==> config.mk <==
export PLATFORM = sky130hd
export DESIGN_NAME = fsk_frame_ctrl
export DESIGN_NICKNAME = d
export VERILOG_FILES = /design/src/rtl/fsk_pkg.sv /design/src/rtl/fsk_crc8.sv /design/src/rtl/fsk_frame_ctrl.sv
export SDC_FILE = /design/constraint.sdc
export NUM_CORES = 1
export LEC_CHECK = 0
export CAP_MARGIN = 20
export CORE_ASPECT_RATIO = 2
export CORE_MARGIN = 10
export CORE_UTILIZATION = 40
export DETAILED_ROUTE_END_ITERATION = 12
export GPL_TIMING_DRIVEN = 0
export PLACE_DENSITY = 0.57
export SYNTH_ARGS = -nofsm -noshare
export SYNTH_HDL_FRONTEND = slang
export SYNTH_SLANG_ARGS = --single-unit
==> constraint.sdc <==
create_clock -name clk -period 2 [get_ports clk]
set_input_delay 0.2 -clock clk [delete_from_list [all_inputs] [get_ports clk]]
set_output_delay 0.2 -clock clk [all_outputs]
set_load 0.05 [all_outputs]
==> src/rtl/fsk_pkg.sv <==
// Shared types and constants for the FSK frame receive controller.
package fsk_pkg;

  typedef enum logic [2:0] {
    IDLE = 3'd0,
    HUNT = 3'd1,
    SYNC = 3'd2,
    LEN  = 3'd3,
    DATA = 3'd4,
    CRC  = 3'd5
  } state_t;

  localparam logic [15:0] SYNC_WORD_DEF = 16'hD391;
  localparam logic [7:0]  CRC8_POLY     = 8'h07;
  localparam logic [7:0]  CRC8_INIT     = 8'h00;

endpackage

==> src/rtl/fsk_crc8.sv <==
// Bit-serial CRC-8, MSB first. The crc output updates one cycle after a bit_en strobe.
// It has no backpressure; clr takes priority over bit_en.
module fsk_crc8
  import fsk_pkg::*;
(
  input  logic       clk,
  input  logic       rst_n,
  input  logic       clr,
  input  logic       bit_en,
  input  logic       bit_in,
  output logic [7:0] crc
);

  logic [7:0] crc_q;
  logic       fb;

  assign fb  = crc_q[7] ^ bit_in;
  assign crc = crc_q;

  always_ff @(posedge clk or negedge rst_n) begin
    if (!rst_n)      crc_q <= CRC8_INIT;
    else if (clr)    crc_q <= CRC8_INIT;
    else if (bit_en) crc_q <= {crc_q[6:0], 1'b0} ^ (fb ? CRC8_POLY : 8'h00);
  end

endmodule

==> src/rtl/fsk_frame_ctrl.sv <==
// FSK frame receiver: preamble hunt, sync search, length, payload. Bytes and status pulses appear one cycle after the completing bit strobe.
// A byte that completes while the previous one is still unaccepted aborts the frame. Defining FSK_FRAME_CRC_EN adds a trailing CRC-8 byte check.
module fsk_frame_ctrl
  import fsk_pkg::*;
#(
  parameter logic [15:0] SYNC_WORD    = SYNC_WORD_DEF,
  parameter logic [7:0]  PREAMBLE_MIN = 8'd8,
  parameter logic [7:0]  SYNC_SEARCH  = 8'd32,
  parameter logic [7:0]  MAX_LEN      = 8'd64
) (
  input  logic       clk,
  input  logic       rst_n,
  input  logic       enable,
  input  logic       bit_in,
  input  logic       bit_valid,
  output logic [7:0] out_data,
  output logic       out_valid,
  input  logic       out_ready,
  output logic       out_last,
  output logic       frame_start,
  output logic       frame_ok,
  output logic       frame_err,
  output logic       busy
);

  state_t      state_q, state_d;
  logic [7:0]  alt_q, alt_d, cnt_q, cnt_d, len_q, len_d, byte_q, byte_d;
  logic [14:0] sh_q, sh_d;
  logic [15:0] sh_nx;
  logic        prev_q, prev_d;
  logic [7:0]  out_data_q, out_data_d;
  logic        out_valid_q, out_valid_d, out_last_q, out_last_d;
  logic        start_q, start_d, ok_q, ok_d, err_q, err_d;

  assign sh_nx = {sh_q, bit_in};

`ifdef FSK_FRAME_CRC_EN
  logic [7:0] crc_val;
  logic       crc_clr, crc_en;

  // The CRC covers the length byte and payload; it is cleared while searching for sync.
  assign crc_clr = !enable || (state_q == SYNC);
  assign crc_en  = enable && bit_valid && ((state_q == LEN) || (state_q == DATA));

  fsk_crc8 u_crc8 (
    .clk    (clk),
    .rst_n  (rst_n),
    .clr    (crc_clr),
    .bit_en (crc_en),
    .bit_in (bit_in),
    .crc    (crc_val)
  );
`endif

  always_comb begin
    state_d     = state_q;
    alt_d       = alt_q;
    prev_d      = prev_q;
    cnt_d       = cnt_q;
    sh_d        = sh_q;
    len_d       = len_q;
    byte_d      = byte_q;
    out_data_d  = out_data_q;
    out_valid_d = out_valid_q & ~out_ready;
    out_last_d  = out_last_q & ~(out_valid_q & out_ready);
    start_d     = 1'b0;
    ok_d        = 1'b0;
    err_d       = 1'b0;

    if (!enable) begin
      state_d = IDLE;
      alt_d   = '0;
      prev_d  = 1'b0;
      cnt_d   = '0;
      sh_d    = '0;
      len_d   = '0;
      byte_d  = '0;
    end else begin
      case (state_q)
        IDLE: state_d = HUNT;
        HUNT: if (bit_valid) begin
          prev_d = bit_in;
          // alt_q == 0 means no previous bit has been seen since entering HUNT
          if ((alt_q != 8'd0) && (bit_in != prev_q))
            alt_d = (alt_q == 8'hFF) ? alt_q : alt_q + 8'd1;
          else
            alt_d = 8'd1;
          if (alt_d >= PREAMBLE_MIN) begin
            state_d = SYNC;
            alt_d   = '0;
            prev_d  = 1'b0;
          end
        end
        SYNC: if (bit_valid) begin
          sh_d  = sh_nx[14:0];
          cnt_d = cnt_q + 8'd1;
          if (sh_nx == SYNC_WORD) begin
            state_d = LEN;
            start_d = 1'b1;
            sh_d    = '0;
            cnt_d   = '0;
          end else if (cnt_d >= SYNC_SEARCH) begin
            state_d = HUNT;
            sh_d    = '0;
            cnt_d   = '0;
          end
        end
        LEN: if (bit_valid) begin
          sh_d  = sh_nx[14:0];
          cnt_d = cnt_q + 8'd1;
          if (cnt_q == 8'd7) begin
            sh_d  = '0;
            cnt_d = '0;
            if ((sh_nx[7:0] == 8'd0) || (sh_nx[7:0] > MAX_LEN)) begin
              state_d = HUNT;
              err_d   = 1'b1;
            end else begin
              state_d = DATA;
              len_d   = sh_nx[7:0];
              byte_d  = '0;
            end
          end
        end
        DATA: if (bit_valid) begin
          sh_d  = sh_nx[14:0];
          cnt_d = cnt_q + 8'd1;
          if (cnt_q == 8'd7) begin
            sh_d   = '0;
            cnt_d  = '0;
            byte_d = byte_q + 8'd1;
            if (out_valid_q && !out_ready) begin
              state_d = HUNT;
              err_d   = 1'b1;
            end else begin
              out_data_d  = sh_nx[7:0];
              out_valid_d = 1'b1;
              out_last_d  = (byte_d == len_q);
              if (byte_d == len_q) begin
`ifdef FSK_FRAME_CRC_EN
                state_d = CRC;
`else
                state_d = HUNT;
                ok_d    = 1'b1;
`endif
              end
            end
          end
        end
`ifdef FSK_FRAME_CRC_EN
        CRC: if (bit_valid) begin
          sh_d  = sh_nx[14:0];
          cnt_d = cnt_q + 8'd1;
          if (cnt_q == 8'd7) begin
            sh_d    = '0;
            cnt_d   = '0;
            state_d = HUNT;
            ok_d    = (sh_nx[7:0] == crc_val);
            err_d   = (sh_nx[7:0] != crc_val);
          end
        end
`endif
        default: state_d = IDLE;
      endcase
    end
  end

  always_ff @(posedge clk or negedge rst_n) begin
    if (!rst_n) begin
      state_q     <= IDLE;
      alt_q       <= '0;
      prev_q      <= 1'b0;
      cnt_q       <= '0;
      sh_q        <= '0;
      len_q       <= '0;
      byte_q      <= '0;
      out_data_q  <= '0;
      out_valid_q <= 1'b0;
      out_last_q  <= 1'b0;
      start_q     <= 1'b0;
      ok_q        <= 1'b0;
      err_q       <= 1'b0;
    end else begin
      state_q     <= state_d;
      alt_q       <= alt_d;
      prev_q      <= prev_d;
      cnt_q       <= cnt_d;
      sh_q        <= sh_d;
      len_q       <= len_d;
      byte_q      <= byte_d;
      out_data_q  <= out_data_d;
      out_valid_q <= out_valid_d;
      out_last_q  <= out_last_d;
      start_q     <= start_d;
      ok_q        <= ok_d;
      err_q       <= err_d;
    end
  end

  assign out_data    = out_data_q;
  assign out_valid   = out_valid_q;
  assign out_last    = out_last_q;
  assign frame_start = start_q;
  assign frame_ok    = ok_q;
  assign frame_err   = err_q;
  assign busy        = (state_q != IDLE) && (state_q != HUNT);

endmodule

== After elaboration in Yosys (flattened, before gate mapping) ==
Cells that the tools add are included.

* Equal/unequal tests: 28
* Reductions and logical operators: 16
* Order comparisons: 3
* Add/subtract/negate cells: 3
* Bitwise gates (word level): 6
* Multiplexer cells: 81

{| class="wikitable"
|+ Operators with widths
! operator !! count
|-
| 8-bit 2-to-1 mux || 26
|-
| 15-bit 2-to-1 mux || 6
|-
| 3-bit 2-to-1 mux || 13
|-
| 8-bit case mux with 2 select lines || 2
|-
| 1-bit 2-to-1 mux || 31
|-
| 15-bit case mux with 2 select lines || 1
|-
| 8-bit by 1-bit adder with 8-bit output (second input constant) || 3
|-
| 3-bit != test (second input constant) || 8
|-
| 16-bit == test (second input constant) || 1
|-
| 3-bit case mux with 5 select lines || 1
|-
| 9-bit AND reduction || 1
|-
| 8-bit by 3-bit == test with 1-bit output (second input constant) || 1
|-
| 8-bit == test || 1
|-
| 8-bit == test (second input constant) || 1
|-
| 8-bit by 4-bit >= comparator with 1-bit output (second input constant) || 1
|-
| 8-bit by 6-bit >= comparator with 1-bit output (second input constant) || 1
|-
| 8-bit by 7-bit greater-than comparator with 1-bit output (second input constant) || 1
|-
| 8-bit zero test || 1
|-
| 2-bit by 1-bit != test with 1-bit output (second input constant) || 4
|-
| 4-bit != test (second input constant) || 2
|-
| 8-bit nonzero test || 1
|-
| 3-bit by 2-bit == test with 1-bit output (second input constant) || 2
|-
| 3-bit by 1-bit != test with 1-bit output (second input constant) || 2
|-
| 3-bit by 2-bit != test with 1-bit output (second input constant) || 2
|-
| 18 further kinds || 24
|}

* Bits of input ports: 6
* Word-level logic and storage cells: 150
* Register bits after elaboration: 64

== Depth between registers and ports, before layout ==
Gate-level depths: netlist of run 1.

* Word-level depth: 11
* Mapped depth: 9
* Gate-level depth less buffers: 7

== Worst setup path after synthesis of run 1 ==
Ideal clock, no wire load.

* Path kind: register -> register
* Start point: reg sh_q[0]
* End point: reg byte_q[6]
* Stages on the path, launching flop included: 7
* Buffers on the path: 0
* Clock period less this slack: 2.176 ns
* Data arrival time: 2.055 ns
* Setup time: 0.120 ns
* Required time: 1.880 ns
* Path slack: -0.176 ns
* Path through: dfrtp_1 or4_4 o31ai_4 a31oi_2 o31a_4 o21a_1 a41o_1

* Longest elaborated chain between the ends: 4
* Elaborated cells between the ends (all ways): 5

{| class="wikitable"
|+ RTL lines
! what !! RTL line !! source
|-
| from (decl) || fsk_frame_ctrl.sv:28 || <nowiki>logic [14:0] sh_q, sh_d;</nowiki>
|-
| from (signal assigned) || fsk_frame_ctrl.sv:173 || <nowiki>sh_q <= '0;</nowiki>
|-
| from (signal assigned) || fsk_frame_ctrl.sv:187 || <nowiki>sh_q <= sh_d;</nowiki>
|-
| 8-bit by 7-bit greater-than comparator with 1-bit output or 8-bit zero test (tied branches) || fsk_frame_ctrl.sv:114 || <nowiki>if ((sh_nx[7:0] == 8'd0) || (sh_nx[7:0] > MAX_LEN)) begin</nowiki>
|-
| 1-bit logical OR * || fsk_frame_ctrl.sv:114 ||
|-
| 3-bit != test (no line) * || -- ||
|-
| 6-bit AND reduction (no line) * || -- ||
|-
| to (signal assigned) || fsk_frame_ctrl.sv:189 || <nowiki>byte_q <= byte_d;</nowiki>
|-
| to (decl) || fsk_frame_ctrl.sv:27 || <nowiki>logic [7:0] alt_q, alt_d, cnt_q, cnt_d, len_q, len_d, byte_q, byte_d;</nowiki>
|}

Every way passes the cells marked *; elsewhere a longest branch is shown, timed or not.
A chain may end at the register's enable or synchronous reset.

== Final worst setup path of run 1 ==
Same ends and word-level chain as after synthesis.

==> results of run 1 <==
## repair_timing
item,in CTS,in global routing
pin swaps,21,12
gates cloned,2,0
buffers inserted,19,17
setup endpoints to repair,51,52
resized for setup,41,28
hold endpoints to repair,0,0
hold buffers,0,0
## stage by stage
stage / setup WS, ns / cell area, um^2 / setup TNS [ns] / hold WS, ns / util
after global routing: -0.246 / 4580 / -6.88 / 0.0158 / 0.556
after detailed placement: -0.317 / 3700 / -11.54 / 0.356 / 0.450
after CTS: -0.231 / 4360 / -5.42 / 0.0000902 / 0.530
after global placement: -1.71 / 3710 / -105.19 / 0.492 / 0.450
final: -0.180 / 4580 / -4.22 / -0.0605 / 0.556
after floorplan: -0.100 / 3410 / -0.572 / -0.0956 / -
## layer usage
metal	vias to the layer above	part of all wire	track usage
met2	58	0.54	0.238
met4	0	0.037	0.0745
met1	1363	0.39	0.143
met3	24	0.035	0.0343
li1	1342	-	-
met5	-	0	0
## worst min-delay path by stage
stage,start,end,slack (ns)
6_report,rst_n,cnt_q[7],-0.06
5_1_grt,rst_n,cnt_q[7],0.02
4_1_cts,rst_n,cnt_q[7],0.00009
3_5_place_dp,rst_n,cnt_q[7],0.36
3_3_place_gp,out_data[1],out_data[1],0.49
2_1_floorplan,rst_n,alt_q[0],-0.1
## cell usage after synthesis (2+ instances only)
master / number / area, um^2
a31oi_1: 3 / 18.8
nand2b_1: 3 / 18.8
o31ai_1: 5 / 37.5
inv_1: 8 / 30.0
clkbuf_1: 9 / 33.8
nor3b_1: 3 / 22.5
nand3_1: 10 / 50.1
o21ai_0: 23 / 115
buf_2: 3 / 15.0
nor4_1: 3 / 18.8
nand4_1: 5 / 31.3
o21a_1: 2 / 15.0
nor2b_1: 5 / 31.3
nand2_1: 32 / 120
nand4b_1: 2 / 17.5
mux2_2: 9 / 101
nor2_1: 18 / 67.6
xor2_1: 4 / 35.0
o2111ai_1: 3 / 26.3
ha_1: 4 / 50.1
dfrtp_1: 64 / 1600
and2_1: 13 / 81.3
o41ai_1: 3 / 26.3
buf_6: 2 / 22.5
or4_4: 2 / 22.5
a211oi_1: 3 / 22.5
a22o_2: 4 / 40.0
or2_2: 4 / 25.0
a21oi_1: 8 / 40.0
a22o_1: 20 / 175
mux2i_1: 4 / 40.0
and3_1: 9 / 56.3
xnor2_1: 6 / 52.6
nor3_1: 5 / 25.0
## cells by family after synthesis
kind of cell | after synthesis | share of synthesized area
flip-flops | 64 | 0.475
XOR/XNOR | 10 | 0.0260
AO/OA/AOI/OAI | 91 | 0.210
AND/OR/NAND/NOR | 123 | 0.202
buffers and inverters | 22 | 0.0301
adder cells (fa/ha/maj) | 4 | 0.0148
multiplexers | 13 | 0.0419
## cell type report
cell class                      count  area (um^2)
Sequential cell                    64         1620
Tap cell                           98          123
Fill cell                         732         3650
Clock buffer                       11          243
Multi-Input combinational cell    241         1930
Inverter                            8         30.0
Buffer                             11         73.8
Clock inverter                      5          104
Timing Repair Buffer               54          465
## flip-flops by register name (all words and copies together), names as in the netlist
name,count
out_valid,1
prev_q,1
len_q,8
alt_q,8
out_last,1
state_q,3
out_data,8
frame_err,1
frame_start,1
frame_ok,1
byte_q,8
sh_q,15
cnt_q,8
## power breakdown
group / total, uW / internal, uW / switching (uW)
Combinational: 785 / 347 / 438
Clock: 1820 / 1250 / 573
Sequential: 1460 / 1370 / 92.3
==> impl_metrics.py, run 1 <==
metrics = {
    "grt": {
        "grt_start_max_net_pins": 65,
        "overflow": 0,
        "grt_pass1_wl_mm": 14.1,
        "grt_pass1_vias": 2901,
        "grtUsageTotal": 0.136,
        "antenna_found_initial": 0,
    },
    "timing": {
        "relSlewSlack": 0.445,
        "fmax_mhz": 459,
        "fin_ws_ns": -0.180,
        "setup_viol": 36,
        "min_period_ns": 2.18,
        "finalHoldViolCount": 40,
        "tightest_slew_ns": 0.832,
        "grt_setup_unrepaired": "yes",
        "hold_ws_ns": -0.0605,
        "post-route-period-util": 1.09,
        "fin_skew_ns": 0.00752,
        "drv_slew": 0,
    },
    "setup_path": {
        "critical-path-max-stage-delay_ns": 0.59,
        "crit_end": "byte_q[6]",
        "crit_required_ns": 2.22,
        "reg2regPathDepth": 6,
        "path_class": "flip-flop to flip-flop",
        "cp_max_fo": 7,
        "r2r-start": "sh_q[0]",
        "path_depth": 6,
        "crit_buf_inv": 0,
        "slowest_stage": "or4_4",
        "cp_top_family": "compound AO/OA/AOI/OAI gates",
        "r2r-end": "byte_q[6]",
        "setup.worst_path.start_class": "flip-flop",
        "crit_start": "sh_q[0]",
        "cp.arrival_ns": 2.40,
        "ff2ff_setup_slack_ns": -0.18,
        "critical_path.cell_chain": "or4_4 -> o31ai_4 -> a31oi_4 -> o31a_4 -> o21a_1 -> a41o_1",
        "end_kind": "flip-flop",
    },
    "synthesis": {
        "seq_area_frac_synth": 0.475,
        "yosysUniqueCellTypes": 60,
        "ys_ff_latch": 64,
        "synth_nets": 337,
        "synth_area_per_cell_um2": 10.3,
        "yosys_warnings": 0,
        "syn_inst": 327,
        "synthArstFlopShare": 1.00,
        "dominantRegCellSynth": "dfrtp_1",
        "synth_edf_count": 0,
        "syn_area_um2": 3370,
    },
    "power": {
        "irDropWorstVdd_v": 0.000756,
        "power.leakage_uw": 0.00205,
        "p_total_uw": 4070,
        "power_density_nw_per_um2": 889,
    },
    "clocking": {
        "cts_tree": "built",
        "cts-htree-levels": 3,
        "clkLatencyLatePin_ns": 0.33,
        "clk_transition_reported_paths_ns": 0.06,
        "cts_buffer_depth": 2,
        "cts.sinks": 64,
        "cts_root_buffer": "clkbuf_16",
        "cts-buffers-inserted": 9,
    },
    "final_layout": {
        "layout_common_cells": "dfrtp_1, buf_4, nand2_1",
        "nets": 399,
        "area_growth_pct": 35.9,
        "drive_above_1_share": 0.330,
        "antenna_cells": 0,
        "layout_commonest_cell": "dfrtp_1",
        "stdcell_count": 492,
    },
    "floorplan": {
        "die_area_um2": 12700,
        "rows": 47,
        "initial_core_util": 0.409,
        "core_um2": 8230,
        "io_pins": 20,
        "dieWidth_um": 84.9,
        "die_h_um": 150,
    },
    "routing": {
        "dr.pass1.iters": 4,
        "routedWlPerCell_um": 17.2,
        "vias": 2787,
        "vias_per_cell": 5.66,
        "drcViolationCount": 0,
        "drtIter0Drc": 115,
        "routed_wl_mm": 8.45,
        "ant_nets": 0,
    },
    "placement": {
        "dp_hpwl_mm": 5.49,
        "io_buffers": 17,
        "place_congestion": 0.875,
        "placed_cells": 442,
    },
    "run_status": {
        "status": "finished, violations left",
        "violations": "negative hold slack, negative setup slack",
    },
    "job": {
        "cap_violations": 0,
    },
    "min_path": {
        "min_path_type": "input pin to async pin",
    },
}
No activity file was read; power rests on OpenSTA's default activity.
==> run 2, diff against run 1 <==
PLACE_DENSITY = 0.55   (was 0.57)
clock period = 2.3 ns   (was 2 ns; I/O delays follow)
==> run 2 against run 1 <==
  * The flow finishes with violations (negative hold slack)
  * Fmax fell by 3.4%
  * Clock-buffer cell count unchanged
  * Die area did not move
  * Non-clock buffer count fell by 17
==> impl_metrics.py, run 2 (same netlist as run 1, synthesis figures left out) <==
metrics = {
    "timing": {
        "finalHoldViolCount": 16,
        "fmax_mhz": 443,
        "hold_ws_ns": -0.0438,
        "min_period_ns": 2.26,
        "tightest_slew_ns": 0.825,
        "fin_ws_ns": 0.0428,
        "drv_slew": 0,
        "fin_skew_ns": 0.00713,
        "grt_setup_unrepaired": "yes",
        "post-route-period-util": 0.981,
        "final.setup.tns_ns": 0,
        "setup_viol": 0,
        "relSlewSlack": 0.450,
    },
    "floorplan": {
        "io_pins": 20,
        "dieWidth_um": 84.9,
        "rows": 47,
        "initial_core_util": 0.409,
        "die_area_um2": 12700,
        "core_um2": 8230,
        "die_h_um": 150,
    },
    "final_layout": {
        "drive_above_1_share": 0.252,
        "stdcell_count": 475,
        "largest_reg_flops": 15,
        "regMostFlops": "sh_q",
        "nets": 382,
        "area_growth_pct": 26.7,
        "antenna_cells": 0,
        "layout_common_cells": "dfrtp_1, nand2_1, o21ai_0",
        "layout_commonest_cell": "dfrtp_1",
    },
    "grt": {
        "antenna_found_initial": 0,
        "grt_pass1_wl_mm": 13.4,
        "grt_start_max_net_pins": 65,
        "use_met1": 0.140,
        "grt_busiest_layer": "met2",
        "grt_pass1_vias": 2739,
        "grt_util_met3": 0.0354,
        "grt_use_met2": 0.226,
        "grtUsageTotal": 0.130,
        "overflow": 0,
    },
    "placement": {
        "io_buffers": 17,
        "place_congestion": 0.848,
        "placed_cells": 442,
        "dp_slack_ns": -0.127,
        "dp_hpwl_mm": 5.54,
    },
    "clocking": {
        "cts_root_buffer": "clkbuf_16",
        "cts.sinks": 64,
        "cts-htree-levels": 3,
        "cts_buffer_depth": 2,
        "cts_tree": "built",
        "postCtsHoldBufs": 0,
        "clkLatencyLatePin_ns": 0.34,
        "clk_transition_reported_paths_ns": 0.05,
        "cts-buffers-inserted": 9,
    },
    "min_path": {
        "min_path_type": "input pin to async pin",
    },
    "setup_path": {
        "path_class": "flip-flop to flip-flop",
        "cp.arrival_ns": 2.48,
        "r2r-start": "sh_q[2]",
        "crit_buf_inv": 0,
        "r2r-end": "byte_q[6]",
        "cp_max_fo": 8,
        "end_kind": "flip-flop",
        "crit_required_ns": 2.52,
        "critical_path.cell_chain": "or4_4 -> o31ai_4 -> a31oi_4 -> o31a_4 -> o21a_1 -> a41o_1",
        "reg2regPathDepth": 6,
        "slowest_stage": "or4_4",
        "ff2ff_setup_slack_ns": 0.04,
        "cp_top_family": "compound AO/OA/AOI/OAI gates",
        "critical-path-max-stage-delay_ns": 0.59,
        "setup.worst_path.start_class": "flip-flop",
    },
    "power": {
        "irDropWorstVdd_v": 0.000618,
        "power_density_nw_per_um2": 741,
        "p_sw_uw": 905,
        "switching_share": 0.286,
        "p_total_uw": 3160,
        "p_comb_frac": 0.163,
        "power.leakage_uw": 0.00192,
        "clock_power_share": 0.430,
        "power.internal_uw": 2260,
        "pwr-share-seq": 0.407,
    },
    "routing": {
        "vias_per_cell": 5.65,
        "drtIter0Drc": 107,
        "ant_nets": 0,
        "drcViolationCount": 0,
        "routedWlPerCell_um": 16.6,
        "routed_wl_mm": 7.90,
        "dr.pass1.iters": 4,
        "vias": 2682,
    },
    "run_status": {
        "violations": "negative hold slack",
        "status": "finished, violations left",
    },
    "job": {
        "cap_violations": 0,
    },
}
[run 2: through the flow]
stage                     area, um^2   util
after floorplan                 3370      -
after global placement          3660  0.445
after detailed placement        3660  0.445
after CTS                       4070  0.495
after global routing            4270  0.519
final                           4270  0.519
[run 2: area by class of cell]
class                   instances  area [um^2]
flip-flops and latches         64         1610
repair buffers                 36          313
clock buffers                  11          243
inverters                       8         30.0
well taps                      98          123
plain buffers                  12         77.6
multi-input cells             241         1820
fillers                       768         3960
clock inverters                 5         56.3
[run 2: routing by layer]
metal | up-vias | share of wire
li1 | 1312 | -
met1 | 1325 | 0.41
met2 | 26 | 0.53
met3 | 19 | 0.032
met4 | 0 | 0.028
met5 | - | 0
[run 2: power by group through the flow]
stage,clock (uW),combinational (uW),sequential (uW)
final,1360,516,1290
after global placement,0,500,1270
after detailed placement,0,504,1270
after floorplan,0,373,1250
after global routing,1440,574,1300
after CTS,1400,522,1250
[run 2: how the worst max path moves through the flow]
stage,cells after the start,startpoint,to,slack (ns)
floorplan,6,sh_q[0],byte_q[6],0.12
global route,6,sh_q[2],byte_q[6],-0.02
detailed placement,9,cnt_q[0],sh_q[8],-0.13
CTS,9,cnt_q[0],byte_q[5],0.007
finish,6,sh_q[2],byte_q[6],0.04
global placement,1,rst_n,byte_q[7],-1.25
[run 2: worst reg2reg max path, cell delays in order (launching register included)]
cell	delay, ns
dfrtp_2	0.41
or4_4	0.59
o31ai_4	0.27
a31oi_4	0.14
o31a_4	0.34
o21a_1	0.19
a41o_1	0.20
[run 2: what timing repair did]
item / in CTS / in global routing
resized for setup: 13 / 29
setup buffers: 6 / 13
setup endpoints to repair: 30 / 43
pin swaps: 6 / 12
==> run 3, diff against run 2 <==
GPL_TIMING_DRIVEN = not set   (was 0)
==> run 3 against run 2 <==
  * The flow now finishes without violations
  * Power increased by 9.2%
  * Hold slack improved by 0.47 ns
  * Critical endpoint is now sh_q[0]
  * Highest routed layer unchanged
  * Critical path type unchanged
  * Sequential share of layout area decreased by 0.89 points
==> impl_metrics.py, run 3 (same netlist as run 1, synthesis figures left out) <==
metrics = {
    "placement": {
        "dp_hpwl_mm": 5.90,
        "placed_area_um2": 3890,
        "io_buffers": 19,
        "place_congestion": 0.822,
    },
    "routing": {
        "vias": 2780,
        "ant_nets": 0,
        "drtIter0Drc": 92,
        "drcViolationCount": 0,
        "routed_wl_mm": 8.05,
        "dr.pass1.iters": 4,
        "vias_per_cell": 5.73,
        "routedWlPerCell_um": 16.6,
    },
    "setup_path": {
        "end_kind": "flip-flop",
        "critical_path.cell_chain": "inv_1 -> or4b_4 -> nor4_4 -> o31ai_2 -> and3_4 -> buf_12 -> a22o_2",
        "cp_top_family": "simple AND/OR/NAND/NOR gates",
        "crit_buf_inv": 2,
        "path_class": "flip-flop to flip-flop",
        "cp_max_fo": 15,
        "crit_required_ns": 2.53,
        "setup.worst_path.start_class": "flip-flop",
        "slowest_stage": "or4b_4",
        "critical-path-max-stage-delay_ns": 0.53,
        "cp.arrival_ns": 2.47,
    },
    "timing": {
        "relSlewSlack": 0.656,
        "fmax_mhz": 446,
        "setup_viol": 0,
        "fin_skew_ns": 0.00518,
        "min_period_ns": 2.24,
        "hold_ws_ns": 0.431,
        "finalHoldViolCount": 0,
        "post-route-period-util": 0.974,
        "tightest_slew_ns": 0.515,
        "drv_slew": 0,
    },
    "power": {
        "power.leakage_uw": 0.00196,
        "irDropWorstVdd_v": 0.000581,
        "power_density_nw_per_um2": 792,
        "p_total_uw": 3460,
    },
    "clocking": {
        "cts-htree-levels": 3,
        "cts_root_buffer": "clkbuf_16",
        "clk_transition_reported_paths_ns": 0.06,
        "cts.sinks": 64,
        "cts_buffer_depth": 2,
        "cts-buffers-inserted": 9,
        "clkLatencyLatePin_ns": 0.34,
        "cts_tree": "built",
    },
    "grt": {
        "grtUsageTotal": 0.133,
        "grt_start_max_net_pins": 37,
        "grt_pass1_wl_mm": 13.6,
        "grt_pass1_vias": 2835,
        "overflow": 0,
        "antenna_found_initial": 0,
    },
    "floorplan": {
        "io_pins": 20,
        "dieWidth_um": 84.9,
        "core_um2": 8230,
        "rows": 47,
        "die_area_um2": 12700,
        "die_h_um": 150,
        "initial_core_util": 0.409,
    },
    "final_layout": {
        "drive_above_1_share": 0.240,
        "layout_commonest_cell": "dfrtp_1",
        "nFillCells": 742,
        "layout_common_cells": "dfrtp_1, buf_4, nand2_1",
        "area_growth_pct": 29.4,
        "nets": 392,
        "final_cell_area_um2": 4360,
        "antenna_cells": 0,
        "regMostFlops": "sh_q",
        "largest_reg_flops": 15,
    },
    "run_status": {
        "status": "finished clean",
    },
    "min_path": {
        "min_path_type": "input pin to async pin",
    },
    "job": {
        "cap_violations": 0,
    },
}
==> run 3: through the flow <==
stage / TNS [ns] / instances / utilization / setup WS (ns)
5_1_grt: -0.0151 / 485 / 0.530 / -0.0141
3_3_place_gp: 0 / 465 / 0.473 / 0.0255
6_report: 0 / 485 / 0.530 / 0.0589
3_5_place_dp: 0 / 465 / 0.473 / 0.0199
2_1_floorplan: 0 / 327 / - / 0.124
4_1_cts: 0 / 482 / 0.516 / 0.0143
==> run 3: metal layers <==
metal | global-route usage | share of wire | vias to the layer above | wire, um
met5 | 0 | 0 | - | 0
met4 | 0.0762 | 0.032 | 0 | 257
met3 | 0.0419 | 0.036 | 18 | 287
met2 | 0.237 | 0.55 | 51 | 4400
met1 | 0.131 | 0.39 | 1385 | 3100
li1 | - | - | 1326 | -
==> run 3: worst register-to-register path, delay by kind of cell (launching register included) <==
kind	cells	cell delay, ns
buf+inv	2	0.24
simple gates	3	1.17
compound gates	2	0.36
flops	1	0.36
==> run 3: final cells by class <==
| cell class | count | area, um^2 | share of cell area |
|---|---|---|---|
| Multi-Input combinational cell | 241 | 1750 | 0.402 |
| Tap cell | 98 | 123 | 0.0281 |
| Clock buffer | 9 | 225 | 0.0516 |
| Sequential cell | 64 | 1600 | 0.368 |
| Clock inverter | 7 | 120 | 0.0275 |
| Timing Repair Buffer | 58 | 505 | 0.116 |
| Inverter | 8 | 30.0 | 0.00689 |
==> run 3: what timing repair did <==
item                                    4_1_cts  5_1_grt
resized for setup                             1       14
buffers inserted                              0        3
hold endpoints to repair                     64        0
pin swaps                                     0        7
hold buffers                                  1        0
endpoints found under the setup margin        7       27
==> run 3: where the power goes <==
part           total (uW)  switching, uW  leakage, uW  internal, uW
Combinational         612            331     0.000914           281
Clock                1580            523     0.000166          1060
Sequential           1260           76.7     0.000884          1180
==> run 3: final timing paths <==
path	from	to	slack [ns]	cells past startpoint
max	sh_q[6]	sh_q[0]	0.06	7
min	rst_n	cnt_q[7]	0.43	3
max reg2reg	sh_q[6]	sh_q[0]	0.06	7
min reg2reg	len_q[7]	len_q[7]	0.50	1
max in group asynchronous	rst_n	byte_q[1]	1.47	3
min in group clk	len_q[7]	len_q[7]	0.50	1
